**src/rtl/ngy_grid_video_out_if.sv**
```systemverilog
// Video output bundle for the Pocket scaler: pixel strobe, colour and sync flags.
interface ngy_grid_video_out_if;
  logic        vid_pix_ce;
  logic [23:0] vid_rgb;
  logic        vid_de;
  logic        vid_hs;
  logic        vid_vs;

  modport master (
    output vid_pix_ce,
    output vid_rgb,
    output vid_de,
    output vid_hs,
    output vid_vs
  );

  modport slave (
    input vid_pix_ce,
    input vid_rgb,
    input vid_de,
    input vid_hs,
    input vid_vs
  );
endinterface

```
**src/rtl/ngy_grid_video_out.sv**
```systemverilog
// Renders the snake core's one-bit grid as square cells on a small raster and
// produces Pocket video timing. The grid is captured once per frame on entry
// into vertical blank, so a visible frame never mixes two grid states.
module ngy_grid_video_out #(
  parameter int          GRID_ROWS  = 30,
  parameter int          GRID_COLS  = 40,
  parameter int          CELL_W     = 8,
  parameter int          CELL_H     = 8,
  parameter int          PIX_DIV    = 12,
  parameter int          H_ACTIVE   = 320,
  parameter int          H_FP       = 16,
  parameter int          H_SYNC     = 32,
  parameter int          H_BP       = 32,
  parameter int          V_ACTIVE   = 240,
  parameter int          V_FP       = 4,
  parameter int          V_SYNC     = 4,
  parameter int          V_BP       = 12,
  parameter int          GRID_LINES = 1,
  parameter logic [23:0] ON_COLOR   = 24'h00FF00,
  parameter logic [23:0] OFF_COLOR  = 24'h000000,
  parameter logic [23:0] LINE_COLOR = 24'h202020
) (
  input  logic                             clk_74a,
  input  logic                             reset,
  input  logic [0:GRID_ROWS*GRID_COLS-1]   grid_ram,
  ngy_grid_video_out_if.master             vid,
  output logic                             frame_start
);

  localparam int N       = GRID_ROWS * GRID_COLS;
  localparam int H_TOTAL = H_ACTIVE + H_FP + H_SYNC + H_BP;
  localparam int V_TOTAL = V_ACTIVE + V_FP + V_SYNC + V_BP;

  // Counter widths hold the totals themselves so sync end bounds never truncate.
  localparam int DW  = $clog2(PIX_DIV);
  localparam int HW  = $clog2(H_TOTAL + 1);
  localparam int VW  = $clog2(V_TOTAL + 1);
  localparam int SXW = $clog2(CELL_W);
  localparam int SYW = $clog2(CELL_H);
  localparam int CW  = $clog2(GRID_COLS);
  localparam int RW  = $clog2(GRID_ROWS);
  localparam int IW  = $clog2(N);

  localparam logic [DW-1:0]  DIV_LAST  = DW'(PIX_DIV - 1);
  localparam logic [HW-1:0]  H_LAST    = HW'(H_TOTAL - 1);
  localparam logic [HW-1:0]  H_ACT     = HW'(H_ACTIVE);
  localparam logic [HW-1:0]  HS_BEG    = HW'(H_ACTIVE + H_FP);
  localparam logic [HW-1:0]  HS_END    = HW'(H_ACTIVE + H_FP + H_SYNC);
  localparam logic [VW-1:0]  V_LAST    = VW'(V_TOTAL - 1);
  localparam logic [VW-1:0]  V_ACT     = VW'(V_ACTIVE);
  localparam logic [VW-1:0]  V_SNAP    = VW'(V_ACTIVE - 1);
  localparam logic [VW-1:0]  VS_BEG    = VW'(V_ACTIVE + V_FP);
  localparam logic [VW-1:0]  VS_END    = VW'(V_ACTIVE + V_FP + V_SYNC);
  localparam logic [SXW-1:0] SX_LAST   = SXW'(CELL_W - 1);
  localparam logic [SYW-1:0] SY_LAST   = SYW'(CELL_H - 1);
  localparam logic [CW-1:0]  COL_LAST  = CW'(GRID_COLS - 1);
  localparam logic [RW-1:0]  ROW_LAST  = RW'(GRID_ROWS - 1);
  localparam logic [IW-1:0]  ROW_STEP  = IW'(GRID_COLS);

  logic [DW-1:0]  div_cnt;
  logic [HW-1:0]  h_cnt;
  logic [VW-1:0]  v_cnt;
  logic [SXW-1:0] sub_x;
  logic [SYW-1:0] sub_y;
  logic [CW-1:0]  col;
  logic [RW-1:0]  row;
  logic [IW-1:0]  row_base;
  logic [IW-1:0]  cell_idx;
  logic [0:N-1]   snapshot;

  logic           pix_ce;
  logic           h_wrap;
  logic           v_wrap;
  logic           de_next;
  logic           hs_next;
  logic           vs_next;
  logic [23:0]    rgb_next;

  assign pix_ce      = (div_cnt == DIV_LAST);
  assign h_wrap      = (h_cnt == H_LAST);
  assign v_wrap      = (v_cnt == V_LAST);
  assign frame_start = pix_ce && h_wrap && (v_cnt == V_SNAP);
  assign cell_idx    = row_base + IW'(col);
  assign vid.vid_pix_ce = pix_ce;

  // Pixel clock divider: free-running count that strobes on its last value.
  always_ff @(posedge clk_74a) begin
    if (reset) begin
      div_cnt <= '0;
    end else if (pix_ce) begin
      div_cnt <= '0;
    end else begin
      div_cnt <= div_cnt + DW'(1);
    end
  end

  // Raster position: h_cnt per pixel, v_cnt per line, both wrapping.
  always_ff @(posedge clk_74a) begin
    if (reset) begin
      h_cnt <= '0;
      v_cnt <= '0;
    end else if (pix_ce) begin
      if (h_wrap) begin
        h_cnt <= '0;
        v_cnt <= v_wrap ? '0 : v_cnt + VW'(1);
      end else begin
        h_cnt <= h_cnt + HW'(1);
      end
    end
  end

  // Cell tracking alongside the raster, so the grid index needs no multiplier.
  always_ff @(posedge clk_74a) begin
    if (reset) begin
      sub_x    <= '0;
      col      <= '0;
      sub_y    <= '0;
      row      <= '0;
      row_base <= '0;
    end else if (pix_ce) begin
      if (h_wrap) begin
        sub_x <= '0;
        col   <= '0;
        if (v_wrap) begin
          sub_y    <= '0;
          row      <= '0;
          row_base <= '0;
        end else if (v_cnt < V_ACT) begin
          if (sub_y == SY_LAST) begin
            sub_y <= '0;
            if (row == ROW_LAST) begin
              row      <= '0;
              row_base <= '0;
            end else begin
              row      <= row + RW'(1);
              row_base <= row_base + ROW_STEP;
            end
          end else begin
            sub_y <= sub_y + SYW'(1);
          end
        end
      end else if (h_cnt < H_ACT) begin
        if (sub_x == SX_LAST) begin
          sub_x <= '0;
          col   <= (col == COL_LAST) ? '0 : col + CW'(1);
        end else begin
          sub_x <= sub_x + SXW'(1);
        end
      end
    end
  end

  // Grid capture at the start of vertical blank, the only time it may change.
  always_ff @(posedge clk_74a) begin
    if (reset) begin
      snapshot <= '0;
    end else if (frame_start) begin
      snapshot <= grid_ram;
    end
  end

  // Colour and timing flags for the pixel at the current raster position.
  always_comb begin
    de_next  = (h_cnt < H_ACT) && (v_cnt < V_ACT);
    hs_next  = (h_cnt >= HS_BEG) && (h_cnt < HS_END);
    vs_next  = (v_cnt >= VS_BEG) && (v_cnt < VS_END);
    rgb_next = 24'h000000;
    if (de_next) begin
      if ((GRID_LINES != 0) && ((sub_x == SX_LAST) || (sub_y == SY_LAST))) begin
        rgb_next = LINE_COLOR;
      end else if (snapshot[cell_idx]) begin
        rgb_next = ON_COLOR;
      end else begin
        rgb_next = OFF_COLOR;
      end
    end
  end

  // Output registers load on the strobe, one pixel period behind the counters.
  always_ff @(posedge clk_74a) begin
    if (reset) begin
      vid.vid_rgb <= '0;
      vid.vid_de  <= 1'b0;
      vid.vid_hs  <= 1'b0;
      vid.vid_vs  <= 1'b0;
    end else if (pix_ce) begin
      vid.vid_rgb <= rgb_next;
      vid.vid_de  <= de_next;
      vid.vid_hs  <= hs_next;
      vid.vid_vs  <= vs_next;
    end
  end

endmodule

```
**src/flat_wrapper.sv**
```systemverilog
// flat-port wrapper written by rule: the top's interface ports become plain ports
module ngy_grid_video_out_flat 
#(
  parameter int          GRID_ROWS  = 30,
  parameter int          GRID_COLS  = 40,
  parameter int          CELL_W     = 8,
  parameter int          CELL_H     = 8,
  parameter int          PIX_DIV    = 12,
  parameter int          H_ACTIVE   = 320,
  parameter int          H_FP       = 16,
  parameter int          H_SYNC     = 32,
  parameter int          H_BP       = 32,
  parameter int          V_ACTIVE   = 240,
  parameter int          V_FP       = 4,
  parameter int          V_SYNC     = 4,
  parameter int          V_BP       = 12,
  parameter int          GRID_LINES = 1,
  parameter logic [23:0] ON_COLOR   = 24'h00FF00,
  parameter logic [23:0] OFF_COLOR  = 24'h000000,
  parameter logic [23:0] LINE_COLOR = 24'h202020
)
  (clk_74a, reset, grid_ram, frame_start, vid_vid_pix_ce, vid_vid_rgb, vid_vid_de, vid_vid_hs, vid_vid_vs);
  ngy_grid_video_out_if vid_i ();
  input  logic clk_74a;
  input  logic reset;
  input  logic [0:GRID_ROWS*GRID_COLS-1] grid_ram;
  output logic frame_start;
  output wire logic [$bits(vid_i.vid_pix_ce)-1:0] vid_vid_pix_ce;
  output wire logic [$bits(vid_i.vid_rgb)-1:0] vid_vid_rgb;
  output wire logic [$bits(vid_i.vid_de)-1:0] vid_vid_de;
  output wire logic [$bits(vid_i.vid_hs)-1:0] vid_vid_hs;
  output wire logic [$bits(vid_i.vid_vs)-1:0] vid_vid_vs;
  assign vid_vid_pix_ce = vid_i.vid_pix_ce;
  assign vid_vid_rgb = vid_i.vid_rgb;
  assign vid_vid_de = vid_i.vid_de;
  assign vid_vid_hs = vid_i.vid_hs;
  assign vid_vid_vs = vid_i.vid_vs;
  ngy_grid_video_out #(.GRID_ROWS(GRID_ROWS), .GRID_COLS(GRID_COLS), .CELL_W(CELL_W), .CELL_H(CELL_H), .PIX_DIV(PIX_DIV), .H_ACTIVE(H_ACTIVE), .H_FP(H_FP), .H_SYNC(H_SYNC), .H_BP(H_BP), .V_ACTIVE(V_ACTIVE), .V_FP(V_FP), .V_SYNC(V_SYNC), .V_BP(V_BP), .GRID_LINES(GRID_LINES), .ON_COLOR(ON_COLOR), .OFF_COLOR(OFF_COLOR), .LINE_COLOR(LINE_COLOR)) u_core (.clk_74a(clk_74a), .reset(reset), .grid_ram(grid_ram), .vid(vid_i), .frame_start(frame_start));
endmodule
```
**config.mk**
```make
export PLATFORM = sky130hd
export DESIGN_NAME = ngy_grid_video_out_flat
export DESIGN_NICKNAME = d
export VERILOG_FILES = /design/src/rtl/ngy_grid_video_out_if.sv /design/src/rtl/ngy_grid_video_out.sv /design/src/flat_wrapper.sv
export SDC_FILE = /design/constraint.sdc
export NUM_CORES = 2
export LEC_CHECK = 0
export BUFFER_PORTS_ARGS = -buffer_cell sky130_fd_sc_hd__buf_2
export CAP_MARGIN = 40
export CORE_AREA = 2 2 485 487
export DETAILED_ROUTE_END_ITERATION = 10
export DIE_AREA = 0 0 487 489
export PLACE_DENSITY = 0.53
export SLEW_MARGIN = 20
export SYNTH_ARGS = -nofsm -noshare
export SYNTH_HDL_FRONTEND = slang
export SYNTH_SLANG_ARGS = --single-unit
```
**constraint.sdc**
```tcl
create_clock -name clk_74a -period 3.4 [get_ports clk_74a]
set_input_delay 0.34 -clock clk_74a [delete_from_list [all_inputs] [get_ports clk_74a]]
set_output_delay 0.34 -clock clk_74a [all_outputs]
set_load 0.01 [all_outputs]
```
==> reports/metrics.cfg <==
[drt]
viasPerCell=4.79
drt-wirelength-per-cell_um=22.3
routed_wl_mm=265
drc=0
dr.pass1.iters=8
ant_nets=0
drt_iter0_drc=4453
vias=56900

[yosys]
synth_area_leaders=dfxtp_1 (46%), nand2_1 (17%), a21oi_1 (11%)
synthAdderAreaFrac_pct=0.322
synth_top_cell_area_share_pct=46.1
synth_top_family_by_area=simple AND/OR/NAND/NOR gates
async_reset_ff_share_pct=0
yosys_most_used_dff=dfxtp_1
synth_xor_area_share_pct=0.660
yosysTopAreaCell=dfxtp_1
ys_types=69
yosys.area_share.simple_pct=19.2
syn_area_mm2=0.0544
synthMuxAreaShare_pct=13.8
synth_seq_area_share_pct=46.1
synth_compound_area_share_pct=14.1
avgSynthCellArea_um2=8.53
postSynthCellCount=6377
synth-edff-count=0
synth_warnings=0
synth-seq-cells=1253

[clocking]
clk_pin_slew_ps=70
cts_max_level=4
clk_path_buf_depth=3
cts_tree=built
ctsRootBufferMaster=clkbuf_16
clock-sinks=1253
clk_latency_ps=810
cts_buffers=144

[timing]
max_freq_ghz=0.302
slew_headroom_pct=26.1
min_period_ps=3310
setup_viol=0
worst_pin_slew_ps=1110
rsz0062_at_grt=false
fin_skew_ps=26.1
fin_crit_sh_pct=97.4
finalHoldViolCount=0
maxSlewViolCount=0
setup_tns_ps=0

[placed_design]
place_congestion=0.907
dp_hpwl_mm=190
placed_area_mm2=0.0643
io_buffers=1216

[floorplan]
dieArea_mm2=0.238
row_count=178
io_pins=1231
dieHeight_um=489
start_util_pct=23.3
core_area_mm2=0.234
die-width_um=487

[finish]
fillers=23200
area_growth_syn_to_layout_pct=50.2
design_area_mm2=0.0817
drive_gt1_share_pct=23.0
final_util_pct=35.0
nets=9912

[setup_path]
rrSetupSlack_ps=90
critPathLaunchType=flip-flop
critPathKind=reg2reg
rr_startpoint=u_core.col[0]
worstSetupEndpointType=flip-flop
required_ps=4080
r2r-end=u_core.vid.vid_rgb[15]
reg2reg_depth=10
cp.arrival_ps=3990
cp_max_fo=13

[worst_hold_path]
hold_path_depth=4
min_path_type=in2reg
hp-start=grid_ram[330]
min_to=u_core.snapshot[330]

[power]
powerDensity_mw_per_mm2=404
p_leak_nw=29.6
ir_worst_vdd_uv=481
power_mw=33.0

[run]
drv_cap=0

[grt]
grt_pass1_vias=56400
antenna_found_initial=14
grt_first_pass_wirelength_mm=371
grt_util_all_layers_pct=21.1
grt_overflow=0
grt_max_degree=195

[run_status]
outcome=finished, final reports clean

==> cells by family after synthesis <==
group                      count (synthesis)
and+or+nand+nor                         2693
AOI/OAI and AO/OA                       1428
DFF                                     1253
buffers and inverters                    561
muxes                                    386
xor gates and xnor gates                  41
adders and majority gates                 14
other                                      1
==> registers in the layout, summed over array words and instances (netlist names) <==
register	cells
u_core.snapshot	1200
u_core.h_cnt	9
u_core.v_cnt	9
u_core.row_base	8
u_core.col	6
u_core.row	5
u_core.div_cnt	4
u_core.sub_x	3
u_core.sub_y	3
u_core.vid.vid_rgb	3
u_core.vid.vid_de	1
u_core.vid.vid_hs	1
u_core.vid.vid_vs	1
==> stage by stage <==
step	std cells	hold slack (ps)	setup slack [ps]
finish	11900	332	89.5
global placement	10400	435	-493
global route	11900	294	9.78
CTS	11800	230	-56.7
detailed placement	10400	440	-389
floorplan	6390	427	556
==> power breakdown <==
| group | internal, mW | switching (mW) | total, mW |
|---|---|---|---|
| combinational | 1.44 | 0.890 | 2.33 |
| sequential | 14.7 | 0.00235 | 14.7 |
| clock | 9.29 | 6.72 | 16.0 |
| total | 25.4 | 7.61 | 33.0 |
==> placed cells by master, fill, tap and decap left out, types with 27 or more instances in the layout <==
cell type / instances
nand2_1: 2476
mux2i_1: 106
nand3_1: 44
buf_2: 1215
mux4_2: 207
clkbuf_16: 149
o21ai_0: 29
clkinv_2: 28
clkbuf_8: 30
nor2_1: 55
dlygate4sd3_1: 1201
dfxtp_1: 1249
buf_12: 72
mux4_1: 66
a22oi_1: 27
buf_4: 210
a21oi_1: 1237
==> final cells by class <==
class | instances | area, um2 | share of cell area [%]
multi-input cells | 4576 | 26500 | 32.4
flip-flops and latches | 1253 | 25100 | 30.7
repair buffers | 2712 | 21400 | 26.2
clock buffers | 201 | 4200 | 5.14
well taps | 3060 | 3830 | 4.68
clock inverters | 57 | 633 | 0.774
inverters | 9 | 48.8 | 0.0597
diodes | 11 | 27.5 | 0.0337
==> worst max path at each step <==
| stage | from | to | slack, ps | cells after the start |
|---|---|---|---|---|
| 6_report | u_core.col[0] | u_core.vid.vid_rgb[15] | 90 | 10 |
| 5_1_grt | u_core.col[0] | u_core.vid.vid_rgb[13] | 10 | 10 |
| 2_1_floorplan | u_core.row_base[4] | u_core.vid.vid_rgb[13] | 560 | 9 |
| 3_5_place_dp | u_core.row_base[4] | u_core.vid.vid_rgb[13] | -390 | 12 |
| 4_1_cts | u_core.col[1] | u_core.vid.vid_rgb[13] | -60 | 12 |
| 3_3_place_gp | u_core.col[0] | u_core.vid.vid_rgb[13] | -490 | 12 |
==> worst max-delay path, cell delays in order (launching register included) <==
cell and delay (ps):
dfxtp_4 440, buf_12 180, mux4_1 600, mux4_2 510, mux2_2 310, a22oi_2 200
nor3_1 120, a211o_2 410, buf_12 160, a22oi_1 140, o21ai_1 90
==> metal layers <==
metal  vias up  GRT usage, %  wire [um]
li1      26300             -          -
met1     27000          26.2     109000
met2      2756          34.1     121000
met3       757          3.89      18100
met4         0          12.6      16600
met5         -             0          0
==> cells in the mapped netlist, types with 7 or more instances <==
cell type and n:
nand3_1 44, buf_8 18, a31oi_1 11, mux4_2 207, a221oi_1 28, inv_1 7, buf_4 125, clkbuf_1 293
o21ai_0 36, a21oi_1 1238, nor2b_1 13, mux2i_1 106, nand2_1 2477, nor3_1 29, and2_1 10, xor2_1 23
mux4_1 66, dfxtp_1 1253, a211oi_1 16, mux2_2 7, buf_2 83, a22oi_1 28, nand4_1 16, nand2b_1 8
ha_1 14, xnor2_1 18, a221o_1 11, nor2_1 62, buf_6 26
==> timing repair <==
item,in CTS,in global routing
resized for setup,24,32
endpoints found under the hold margin,1203,0
pin swaps,5,10
cloned,2,1
buffers inserted,5,20
hold buffers,1201,0
setup endpoints to repair,3,4
Note: power is estimated with default switching activity, not from simulation.
